**config.mk**
```make
export PLATFORM = sky130hd
export DESIGN_NAME = neopx_rx
export DESIGN_NICKNAME = d
export VERILOG_FILES = /design/src/rtl/neopx_pkg.sv /design/src/rtl/neopx_rx_sync.sv /design/src/rtl/neopx_rx.sv
export SDC_FILE = /design/constraint.sdc
export NUM_CORES = 1
export LEC_CHECK = 0
export CAP_MARGIN = 30
export CORE_UTILIZATION = 51
export DETAILED_ROUTE_END_ITERATION = 16
export MAX_ROUTING_LAYER = met4
export PLACE_DENSITY = 0.8
export SLEW_MARGIN = 15
export SYNTH_ARGS = -nofsm -noshare
export SYNTH_HDL_FRONTEND = slang
export SYNTH_SLANG_ARGS = --single-unit
```
**constraint.sdc**
```tcl
create_clock -name axis_aclk -period 4.4 [get_ports axis_aclk]
set_input_delay 1.1 -clock axis_aclk [delete_from_list [all_inputs] [get_ports axis_aclk]]
set_output_delay 1.1 -clock axis_aclk [all_outputs]
set_load 0.01 [all_outputs]
```
**src/rtl/neopx_pkg.sv**
```systemverilog
// Shared WS2812 constants and types for the NeoPixel TX/RX pair.
// All bit timings are expressed in 72 MHz clock cycles.
package neopx_pkg;

  localparam int T0H_CYC   = 29;    // 0.40 us
  localparam int T1H_CYC   = 58;    // 0.80 us
  localparam int T0L_CYC   = 61;    // 0.85 us
  localparam int T1L_CYC   = 32;    // 0.45 us
  localparam int RESET_CYC = 3600;  // 50 us latch gap
  localparam int PIX_BITS  = 24;

  typedef enum logic [1:0] {
    ST_SYNC = 2'd0,
    ST_IDLE = 2'd1,
    ST_HIGH = 2'd2
  } rx_state_e;

  function automatic logic [15:0] sat_inc16(input logic [15:0] v);
    return (v == 16'hFFFF) ? v : v + 16'd1;
  endfunction

endpackage

```
**src/rtl/neopx_rx_sync.sv**
```systemverilog
// Multi-flop synchronizer for the asynchronous serial line, with
// single-cycle rise/fall pulses taken from the synchronized value.
module neopx_rx_sync #(
  parameter int SYNC_STAGES = 2
) (
  input  logic clk,
  input  logic rst_n,
  input  logic i_async,
  output logic o_sync,
  output logic o_rise,
  output logic o_fall
);

  logic [SYNC_STAGES-1:0] chain_q, chain_d;
  logic                   dly_q, dly_d;

  always_comb begin
    chain_d = {chain_q[SYNC_STAGES-2:0], i_async};
    dly_d   = chain_q[SYNC_STAGES-1];
  end

  always_ff @(posedge clk or negedge rst_n) begin
    if (!rst_n) begin
      chain_q <= '0;
      dly_q   <= 1'b0;
    end else begin
      chain_q <= chain_d;
      dly_q   <= dly_d;
    end
  end

  assign o_sync = chain_q[SYNC_STAGES-1];
  assign o_rise = o_sync & ~dly_q;
  assign o_fall = ~o_sync & dly_q;

endmodule

```
**src/rtl/neopx_rx.sv**
```systemverilog
// WS2812 bitstream receiver: pulse-width decode into 24-bit pixels on AXI-Stream.
// Optional NEOPX_RX_ERRCNT_EN adds a saturating error counter with sync clear.
module neopx_rx
  import neopx_pkg::*;
#(
  parameter int SYNC_STAGES    = 2,
  parameter int MIN_HIGH_count = 8,
  parameter int THRESH_count   = (T0H_CYC + T1H_CYC) / 2,
  parameter int MAX_HIGH_count = 108,
  parameter int RESET_count    = RESET_CYC
) (
  input  logic        axis_aclk,
  input  logic        axis_aresetn,
  input  logic        i_serial,
  output logic [31:0] m_axis_data,
  output logic        m_axis_valid,
  input  logic        m_axis_ready,
  output logic        m_axis_user,
  output logic        o_latch,
  output logic        o_err,
`ifdef NEOPX_RX_ERRCNT_EN
  output logic [15:0] o_err_count,
  input  logic        i_err_clr,
`endif
  output logic        o_overflow
);

  localparam logic [15:0] MIN_C   = 16'(MIN_HIGH_count);
  localparam logic [15:0] THR_C   = 16'(THRESH_count);
  localparam logic [15:0] MAX_C   = 16'(MAX_HIGH_count);
  localparam logic [15:0] RESET_C = 16'(RESET_count);
  localparam logic [4:0]  LAST_B  = 5'(PIX_BITS - 1);

  logic ser, rise, fall;

  neopx_rx_sync #(.SYNC_STAGES(SYNC_STAGES)) u_sync (
    .clk    (axis_aclk),
    .rst_n  (axis_aresetn),
    .i_async(i_serial),
    .o_sync (ser),
    .o_rise (rise),
    .o_fall (fall)
  );

  rx_state_e             state_q, state_d;
  logic [15:0]           cnt_q, cnt_d;
  logic [4:0]            bit_cnt_q, bit_cnt_d;
  logic [PIX_BITS-1:0]   shift_q, shift_d;
  logic [PIX_BITS-1:0]   data_q, data_d;
  logic                  first_pix_q, first_pix_d;
  logic                  valid_q, valid_d;
  logic                  user_q, user_d;
  logic                  latch_q, latch_d;
  logic                  err_q, err_d;
  logic                  ovf_q, ovf_d;
  logic                  pix_done, accept, load;

  always_comb begin
    state_d     = state_q;
    cnt_d       = cnt_q;
    bit_cnt_d   = bit_cnt_q;
    shift_d     = shift_q;
    data_d      = data_q;
    first_pix_d = first_pix_q;
    valid_d     = valid_q;
    user_d      = user_q;
    ovf_d       = ovf_q;
    latch_d     = 1'b0;
    err_d       = 1'b0;
    pix_done    = 1'b0;

    case (state_q)
      ST_SYNC: begin
        if (ser) begin
          cnt_d = '0;
        end else begin
          cnt_d = sat_inc16(cnt_q);
          // Initial alignment: no latch pulse, just arm the frame start.
          if (cnt_d >= RESET_C) begin
            state_d     = ST_IDLE;
            first_pix_d = 1'b1;
            bit_cnt_d   = '0;
          end
        end
      end
      ST_IDLE: begin
        if (rise) begin
          state_d = ST_HIGH;
          cnt_d   = 16'd1;
        end else begin
          cnt_d = sat_inc16(cnt_q);
          if (cnt_d == RESET_C) begin
            latch_d     = 1'b1;
            first_pix_d = 1'b1;
            if (bit_cnt_q != '0) begin
              err_d     = 1'b1;
              bit_cnt_d = '0;
            end
          end
        end
      end
      ST_HIGH: begin
        cnt_d = sat_inc16(cnt_q);
        if (cnt_q > MAX_C) begin
          err_d     = 1'b1;
          bit_cnt_d = '0;
          cnt_d     = '0;
          state_d   = ST_SYNC;
        end else if (fall) begin
          cnt_d   = '0;
          state_d = ST_IDLE;
          if (cnt_q < MIN_C) begin
            err_d = 1'b1;
          end else begin
            shift_d = {shift_q[PIX_BITS-2:0], (cnt_q >= THR_C)};
            if (bit_cnt_q == LAST_B) begin
              bit_cnt_d = '0;
              pix_done  = 1'b1;
            end else begin
              bit_cnt_d = bit_cnt_q + 5'd1;
            end
          end
        end
      end
      default: begin
        state_d = ST_SYNC;
        cnt_d   = '0;
      end
    endcase

    // Single-entry output register; a concurrent accept frees it for reload.
    accept = valid_q & m_axis_ready;
    load   = pix_done & (~valid_q | accept);
    if (accept) valid_d = 1'b0;
    if (load) begin
      valid_d     = 1'b1;
      data_d      = shift_d;
      user_d      = first_pix_q;
      first_pix_d = 1'b0;
    end
    if (pix_done & ~load) begin
      err_d = 1'b1;
      ovf_d = 1'b1;
    end
  end

  always_ff @(posedge axis_aclk or negedge axis_aresetn) begin
    if (!axis_aresetn) begin
      state_q     <= ST_SYNC;
      cnt_q       <= '0;
      bit_cnt_q   <= '0;
      shift_q     <= '0;
      data_q      <= '0;
      first_pix_q <= 1'b0;
      valid_q     <= 1'b0;
      user_q      <= 1'b0;
      latch_q     <= 1'b0;
      err_q       <= 1'b0;
      ovf_q       <= 1'b0;
    end else begin
      state_q     <= state_d;
      cnt_q       <= cnt_d;
      bit_cnt_q   <= bit_cnt_d;
      shift_q     <= shift_d;
      data_q      <= data_d;
      first_pix_q <= first_pix_d;
      valid_q     <= valid_d;
      user_q      <= user_d;
      latch_q     <= latch_d;
      err_q       <= err_d;
      ovf_q       <= ovf_d;
    end
  end

  assign m_axis_data  = {8'h00, data_q};
  assign m_axis_valid = valid_q;
  assign m_axis_user  = user_q;
  assign o_latch      = latch_q;
  assign o_err        = err_q;
  assign o_overflow   = ovf_q;

`ifdef NEOPX_RX_ERRCNT_EN
  logic [15:0] errc_q, errc_d;

  // Clear wins over history but not over an error in the same cycle.
  always_comb begin
    errc_d = errc_q;
    if (i_err_clr)  errc_d = {15'd0, err_q};
    else if (err_q) errc_d = sat_inc16(errc_q);
  end

  always_ff @(posedge axis_aclk or negedge axis_aresetn) begin
    if (!axis_aresetn) errc_q <= '0;
    else               errc_q <= errc_d;
  end

  assign o_err_count = errc_q;
`endif

endmodule

```
==> out/qor.csv, run 1 <==
stage,metric,value,unit
setup_path,"Data required, critical path",4.66,ns
timing,unrepaired setup endpoints after global routing,false,
clock_tree,CTS tree,yes,
timing,Max Slew Vio Count,0,
timing,hold slack final,0.3540,ns
run_status,status,"finished, final reports clean",
floorplan,# IOs,41,
timing,Final Critical Period,3.302,ns
yosys,post-synthesis sequential element count,80,
detailed_routing,drt pass-1 iters,5,
yosys,"Top FF cell, synth",dfrtp_1,
cells_and_area,"Area growth, synth to finish",13.86,%
detailed_routing,DR vias,3050,
timing,Max Freq,0.3028,GHz
cells_and_area,Antenna diodes,0,
clock_tree,worst skew pair latency,0.36,ns
clock_tree,# Post-CTS Setup Buffers,0,
yosys,Post-Syn Instances,398,
setup_path,crit-path max FO,11,
clock_tree,CTS root buffer,clkbuf_8,
clock_tree,clk slew on worst S/H paths,0.08,ns
cells_and_area,share of cells above drive strength 1,0.1501,
placement,pre-CTS setup slack,1.160,ns
clock_tree,CTS Hold Bufs,0,
yosys,register area share after synthesis,0.5017,
yosys,Syn Area/Cell,10.03,um^2
floorplan,Initial Util,0.5386,
power_and_ir_drop,Pwr Density,285.0,nW/um^2
setup_path,Crit Path Class,reg -> reg,
floorplan,core area,7408,um^2
timing,Worst Tran Pin Value,0.7470,ns
yosys,Syn Std Cell Area,3990,um^2
detailed_routing,DRC Markers,0,
hold_path,HP Class,reg -> reg,
floorplan,Die Y-Extent,90.45,um
detailed_routing,Vias/cell,5.733,
timing,final-report hold violation count,0,
clock_tree,worst-case clock buffer depth,2,
placement,Port Buf Inserts,32,
setup_path,Reg2Reg Depth,9,
timing,crit share post-route,0.7505,
detailed_routing,DR iter-0 viols,304,
placement,HPWL after detailed placement,5110,um
power_and_ir_drop,leakage,2.181,nW
global_route,total grt overflow,0,
detailed_routing,final WL,7733,um
yosys,Synth async-reset ratio,1.000,
clock_tree,CTS Sinks,80,
yosys,Synthesis Warnings,0,
hold_path,Hold Startpoint,u_sync.chain_q[0]$_DFF_PN0_,
floorplan,die width,90.45,um
timing,Setup Skew,0.01084,ns
yosys,count of different cell masters after synthesis,61,
timing,setup tns final,0,ns
power_and_ir_drop,peak supply drop,168.8,uV
cells_and_area,Fill cells,610,
placement,RD Place Congestion,0.8958,
floorplan,std cell rows,31,
cells_and_area,Final #Nets,440,
global_route,largest net degree at the start of global routing,81,
setup_path,reg-to-reg startpoint,cnt_q[0]$_DFF_PN0_,
hold_path,WHS Path Cells,0,
timing,Final Setup Violations,0,
yosys,Post-synth EDFFs,0,
run,Max-Cap Viols,0,
setup_path,origin of the worst setup path,cnt_q[0]$_DFF_PN0_,
timing,worst setup margin,1.098,ns
global_route,GR Util All Layers,0.2082,
global_route,initial antenna violation count,0,
setup_path,crit path launch type,register,
global_route,first-pass GRT wire length,13310,um
power_and_ir_drop,Overall Power,1.295,mW
global_route,vias in the first global route,2921,
timing,max_slew headroom,0.4986,
clock_tree,Post-CTS Resized,0,
setup_path,Worst Setup End Kind,register,
detailed_routing,DR WL/cell,14.54,um
setup_path,CP Data Arrival Time,3.56,ns
clock_tree,H-tree depth,3,
detailed_routing,"antenna viol nets, final",0,
floorplan,Die Area,8181,um^2
clock_tree,Num CTS Buffers,9,
state kept, by name, indices dropped and copies added, names as in the netlist, 2 cells and up:
signal and count:
cnt_q 16, shift_q 24, u_sync.chain_q 2, bit_cnt_q 5, state_q 2, data_q 24
where the power goes:
group | switching [mW] | internal [mW] | total (mW) | leakage (nW)
clock network | 0.284 | 0.226 | 0.510 | 0.0895
logic | 0.0271 | 0.0120 | 0.0391 | 0.983
registers | 0.00744 | 0.738 | 0.745 | 1.11
total | 0.319 | 0.976 | 1.29 | 2.18
cell type report:
type | instances | area [um^2] | share of cell area
inverter | 7 | 26.28 | 0.005784
multi-input combinational | 292 | 1809 | 0.3982
tap | 99 | 123.9 | 0.02727
sequential | 80 | 2002 | 0.4406
clock buffer | 10 | 137.6 | 0.03029
clock inverter | 6 | 50.05 | 0.01102
timing repair buffer | 38 | 394.1 | 0.08675
through the flow:
step,instances,util,cell area [um^2]
detailed placement,514,0.5822,4313
finish,532,0.6132,4543
CTS,530,0.6075,4501
floorplan,405,-,4016
global placement,513,0.5806,4302
global route,532,0.6132,4543
logic make-up after synthesis:
family                     after synthesis  share of synthesized area
and+or+nand+nor                        179                     0.2220
DFF                                     80                     0.5017
AOI/OAI and AO/OA                       61                     0.1022
buffers and inverters                   33                    0.05268
muxes                                   27                    0.07557
xor gates and xnor gates                 9                    0.01976
adders and majority gates                8                    0.02509
other                                    1                  0.0009398
cells in the mapped netlist (3+ instances only):
cell type	count	area (um^2)
o31ai_1	3	22.52
nor3_1	8	40.04
nand3b_1	3	22.52
buf_6	5	56.30
nand2_1	86	322.8
nor2_1	23	86.33
nand3_1	12	60.06
nor4_1	4	25.02
mux2_2	25	281.5
a21oi_1	17	85.08
nand4_1	9	56.30
clkbuf_1	9	33.78
dfrtp_1	80	2002
o21ai_0	18	90.09
ha_1	8	100.1
inv_1	7	26.28
and3_1	5	31.28
buf_4	10	75.07
xor2_1	7	61.31
nand2b_1	4	25.02
layout by cell type, fill, tap and decap left out, types with 3 or more instances in the layout:
master and count:
dfrtp_1 80, o21ai_0 18, mux2_2 25, clkbuf_8 10, clkdlybuf4s50_1 31, nor3_1 7, a21oi_1 17, o31ai_1 3
nor2_1 23, and3_1 5, conb_1 8, nand3_1 12, nand4_1 9, ha_1 8, nand3b_1 3, nor4_1 4
xor2_1 7, nand2b_1 4, buf_4 4, nand2_1 86, inv_1 7
final timing paths:
check,end,slack [ns]
setup / recovery,bit_cnt_q[2]$_DFFE_PN0P_,1.10
max in group asynchronous,shift_q[1]$_DFF_PN0_,3.21
hold / removal,u_sync.chain_q[1]$_DFF_PN0_,0.35
setup reg to reg,bit_cnt_q[2]$_DFFE_PN0P_,1.10
min in group asynchronous,data_q[3]$_DFFE_PN0P_,0.61
hold reg to reg,u_sync.chain_q[1]$_DFF_PN0_,0.35
metal layers:
metal / track usage / vias to the layer above / wire [um]
met3: 0.03114 / 16 / 305
met5: - / - / 0
met4: 0.1035 / 0 / 158
met1: 0.2631 / 1504 / 3547
li1: - / 1438 / -
met2: 0.3289 / 92 / 3722
critical path: stages (launching register included):
cell and delay, ns:
dfrtp_1 0.54, ha_1 0.37, nand4_2 0.18, or4_4 0.68, a2111oi_2 0.37, o21ai_2 0.11
and4bb_2 0.32, o21ai_2 0.11, or2_4 0.27, o21ai_0 0.24
Note: power is estimated with default switching activity, not from simulation.
==> run 2: changes to the inputs <==
- clock period: 4.4 -> 3.3 ns (I/O delays scaled with it)
==> run 2 against run 1 <==
Non-clock buffer count rose by 2. Total power rose by 45%. Global-route usage rose by 1.1 points. Critical endpoint is now bit_cnt_q[4]$_DFFE_PN0P_. Highest routed layer unchanged.
==> out/qor.csv, run 2 (same netlist as run 1, synthesis figures left out) <==
stage,metric,value,unit,change
cells_and_area,"most common cell after layout, fill and taps aside",nand2_1,,unchanged
global_route,initial antenna violation count,0,,unchanged
power_and_ir_drop,leakage,2.206,nW,was 2.181 nW
timing,crit share post-route,0.9420,,was 0.7505
placement,Placed Area,4352,um^2,was 4313 um^2
global_route,largest net degree at the start of global routing,47,,was 81
setup_path,"Data required, critical path",3.55,ns,was 4.66 ns
setup_path,crit-path max cell delay,0.59,ns,was 0.68 ns
clock_tree,H-tree depth,3,,unchanged
cells_and_area,Largest regs,"data_q: 24 flops, shift_q: 24 flops, cnt_q: 16 flops",,unchanged
cells_and_area,Antenna diodes,0,,unchanged
cells_and_area,Final Cell Area,4579,um^2,was 4543 um^2
run_status,status,"finished, final reports clean",,unchanged
timing,max_slew headroom,0.6096,,was 0.4986
floorplan,core area,7408,um^2,unchanged
detailed_routing,Vias/cell,5.590,,was 5.733
detailed_routing,drt pass-1 iters,4,,was 5
timing,Final Critical Period,3.109,ns,was 3.302 ns
floorplan,Die Area,8181,um^2,unchanged
detailed_routing,DRC Markers,0,,unchanged
floorplan,Die Y-Extent,90.45,um,unchanged
global_route,vias in the first global route,2881,,was 2921
detailed_routing,"antenna viol nets, final",0,,unchanged
floorplan,std cell rows,31,,unchanged
setup_path,Worst Setup End Kind,register,,unchanged
timing,Max Slew Vio Count,0,,unchanged
placement,RD Place Congestion,0.8603,,was 0.8958
timing,setup tns final,0,ns,unchanged
setup_path,Crit Path Class,reg -> reg,,unchanged
cells_and_area,share of cells above drive strength 1,0.1540,,was 0.1501
detailed_routing,DR iter-0 viols,213,,was 304
clock_tree,worst-case clock buffer depth,2,,unchanged
cells_and_area,Final #Nets,442,,was 440
detailed_routing,DR WL/cell,14.81,um,was 14.54 um
global_route,GR Util All Layers,0.2187,,was 0.2082
clock_tree,CTS Sinks,80,,unchanged
floorplan,# IOs,41,,unchanged
clock_tree,CTS Hold Bufs,0,,unchanged
setup_path,CP Data Arrival Time,3.36,ns,was 3.56 ns
setup_path,crit path launch type,register,,unchanged
floorplan,die width,90.45,um,unchanged
clock_tree,Post-CTS Resized,0,,unchanged
timing,Worst Tran Pin Value,0.5856,ns,was 0.7470 ns
global_route,total grt overflow,0,,unchanged
timing,worst setup margin,0.1913,ns,was 1.098 ns
setup_path,crit-path max FO,8,,was 11
placement,Port Buf Inserts,32,,unchanged
timing,hold slack final,0.3535,ns,was 0.3540 ns
power_and_ir_drop,Pwr Density,408.7,nW/um^2,was 285.0 nW/um^2
cells_and_area,Fill cells,582,,was 610
setup_path,reg-to-reg startpoint,cnt_q[1]$_DFF_PN0_,,was cnt_q[0]$_DFF_PN0_
timing,Max Freq,0.3217,GHz,was 0.3028 GHz
cells_and_area,footprint of the multi-input gates,1809,um^2,unchanged
setup_path,origin of the worst setup path,cnt_q[1]$_DFF_PN0_,,was cnt_q[0]$_DFF_PN0_
setup_path,critical path's slowest cell,or4_4,,unchanged
cells_and_area,"Area growth, synth to finish",14.77,%,was 13.86%
setup_path,CP dominant cell by count,o21ai_2,,unchanged
run,Max-Cap Viols,0,,unchanged
placement,HPWL after detailed placement,5270,um,was 5110 um
clock_tree,Num CTS Buffers,9,,unchanged
hold_path,Hold Startpoint,u_sync.chain_q[0]$_DFF_PN0_,,unchanged
detailed_routing,DR vias,2985,,was 3050
setup_path,worst-path cell chain,ha_1 -> nand4_2 -> or4_4 -> a2111oi_2 -> o21ai_2 -> and4bb_2 -> o21ai_2 -> or2_4 -> o31ai_1,,was ha_1 -> nand4_2 -> or4_4 -> a2111oi_2 -> o21ai_2 -> and4bb_2 -> o21ai_2 -> or2_4 -> o21ai_0
clock_tree,CTS root buffer,clkbuf_8,,unchanged
clock_tree,worst skew pair latency,0.36,ns,about the same
cells_and_area,"commonest non-fill, non-tap cells in the layout","nand2_1, dfrtp_1, clkdlybuf4s50_1",,unchanged
power_and_ir_drop,peak supply drop,244.5,uV,was 168.8 uV
clock_tree,clk slew on worst S/H paths,0.08,ns,about the same
timing,final-report hold violation count,0,,unchanged
timing,unrepaired setup endpoints after global routing,false,,unchanged
detailed_routing,final WL,7906,um,was 7733 um
cells_and_area,Reg area,2002,um^2,unchanged
clock_tree,# Post-CTS Setup Buffers,0,,unchanged
global_route,first-pass GRT wire length,13820,um,was 13310 um
timing,Final Setup Violations,0,,unchanged
placement,pre-CTS setup slack,0.2631,ns,was 1.160 ns
clock_tree,CTS tree,yes,,unchanged
timing,Setup Skew,0.008281,ns,was 0.01084 ns
floorplan,Initial Util,0.5386,,unchanged
hold_path,HP Class,reg -> reg,,unchanged
-- run 2: per-stage QoR --
step                instances  power [mW]  utilization
CTS                       534       1.886       0.6181
finish                    534       1.872       0.6181
global placement          517       1.062       0.5847
floorplan                 405       1.042            -
detailed placement        518       1.067       0.5874
global route              534       1.928       0.6181
-- run 2: cell type report --
| class | count | area share |
|---|---|---|
| Clock buffer | 10 | 0.03005 |
| Multi-Input combinational cell | 292 | 0.3951 |
| Sequential cell | 80 | 0.4372 |
| Clock inverter | 6 | 0.01967 |
| Inverter | 7 | 0.005738 |
| Timing Repair Buffer | 40 | 0.08525 |
| Tap cell | 99 | 0.02705 |
-- run 2: final timing paths --
path,end,slack [ns],depth (start not counted)
setup / recovery,bit_cnt_q[4]$_DFFE_PN0P_,0.19,9
hold / removal,u_sync.chain_q[1]$_DFF_PN0_,0.35,0
setup reg to reg,bit_cnt_q[4]$_DFFE_PN0P_,0.19,9
hold reg to reg,u_sync.chain_q[1]$_DFF_PN0_,0.35,0
max in group asynchronous,shift_q[13]$_DFF_PN0_,2.24,2
min in group asynchronous,o_latch$_DFF_PN0_,0.47,1
-- run 2: where the power goes --
| group | internal (mW) | leakage (nW) | switching [mW] |
|---|---|---|---|
| logic | 0.0157 | 0.984 | 0.0377 |
| registers | 0.984 | 1.11 | 0.00793 |
| clock network | 0.451 | 0.113 | 0.376 |
| total | 1.45 | 2.21 | 0.421 |
-- run 2: per-layer routing --
metal / vias to the layer above / GRT usage / routed length (um)
li1: 1438 / - / -
met1: 1445 / 0.2764 / 3609
met2: 92 / 0.3543 / 3804
met3: 10 / 0.03956 / 353
met4: 0 / 0.07930 / 138
met5: - / - / 0
-- run 2: critical path: cells and delay by family (launching register included) --
family | cells | cell delay (ns)
AOI/OAI and AO/OA | 4 | 0.83
adders and majority gates | 1 | 0.35
DFF | 1 | 0.47
and+or+nand+nor | 4 | 1.36
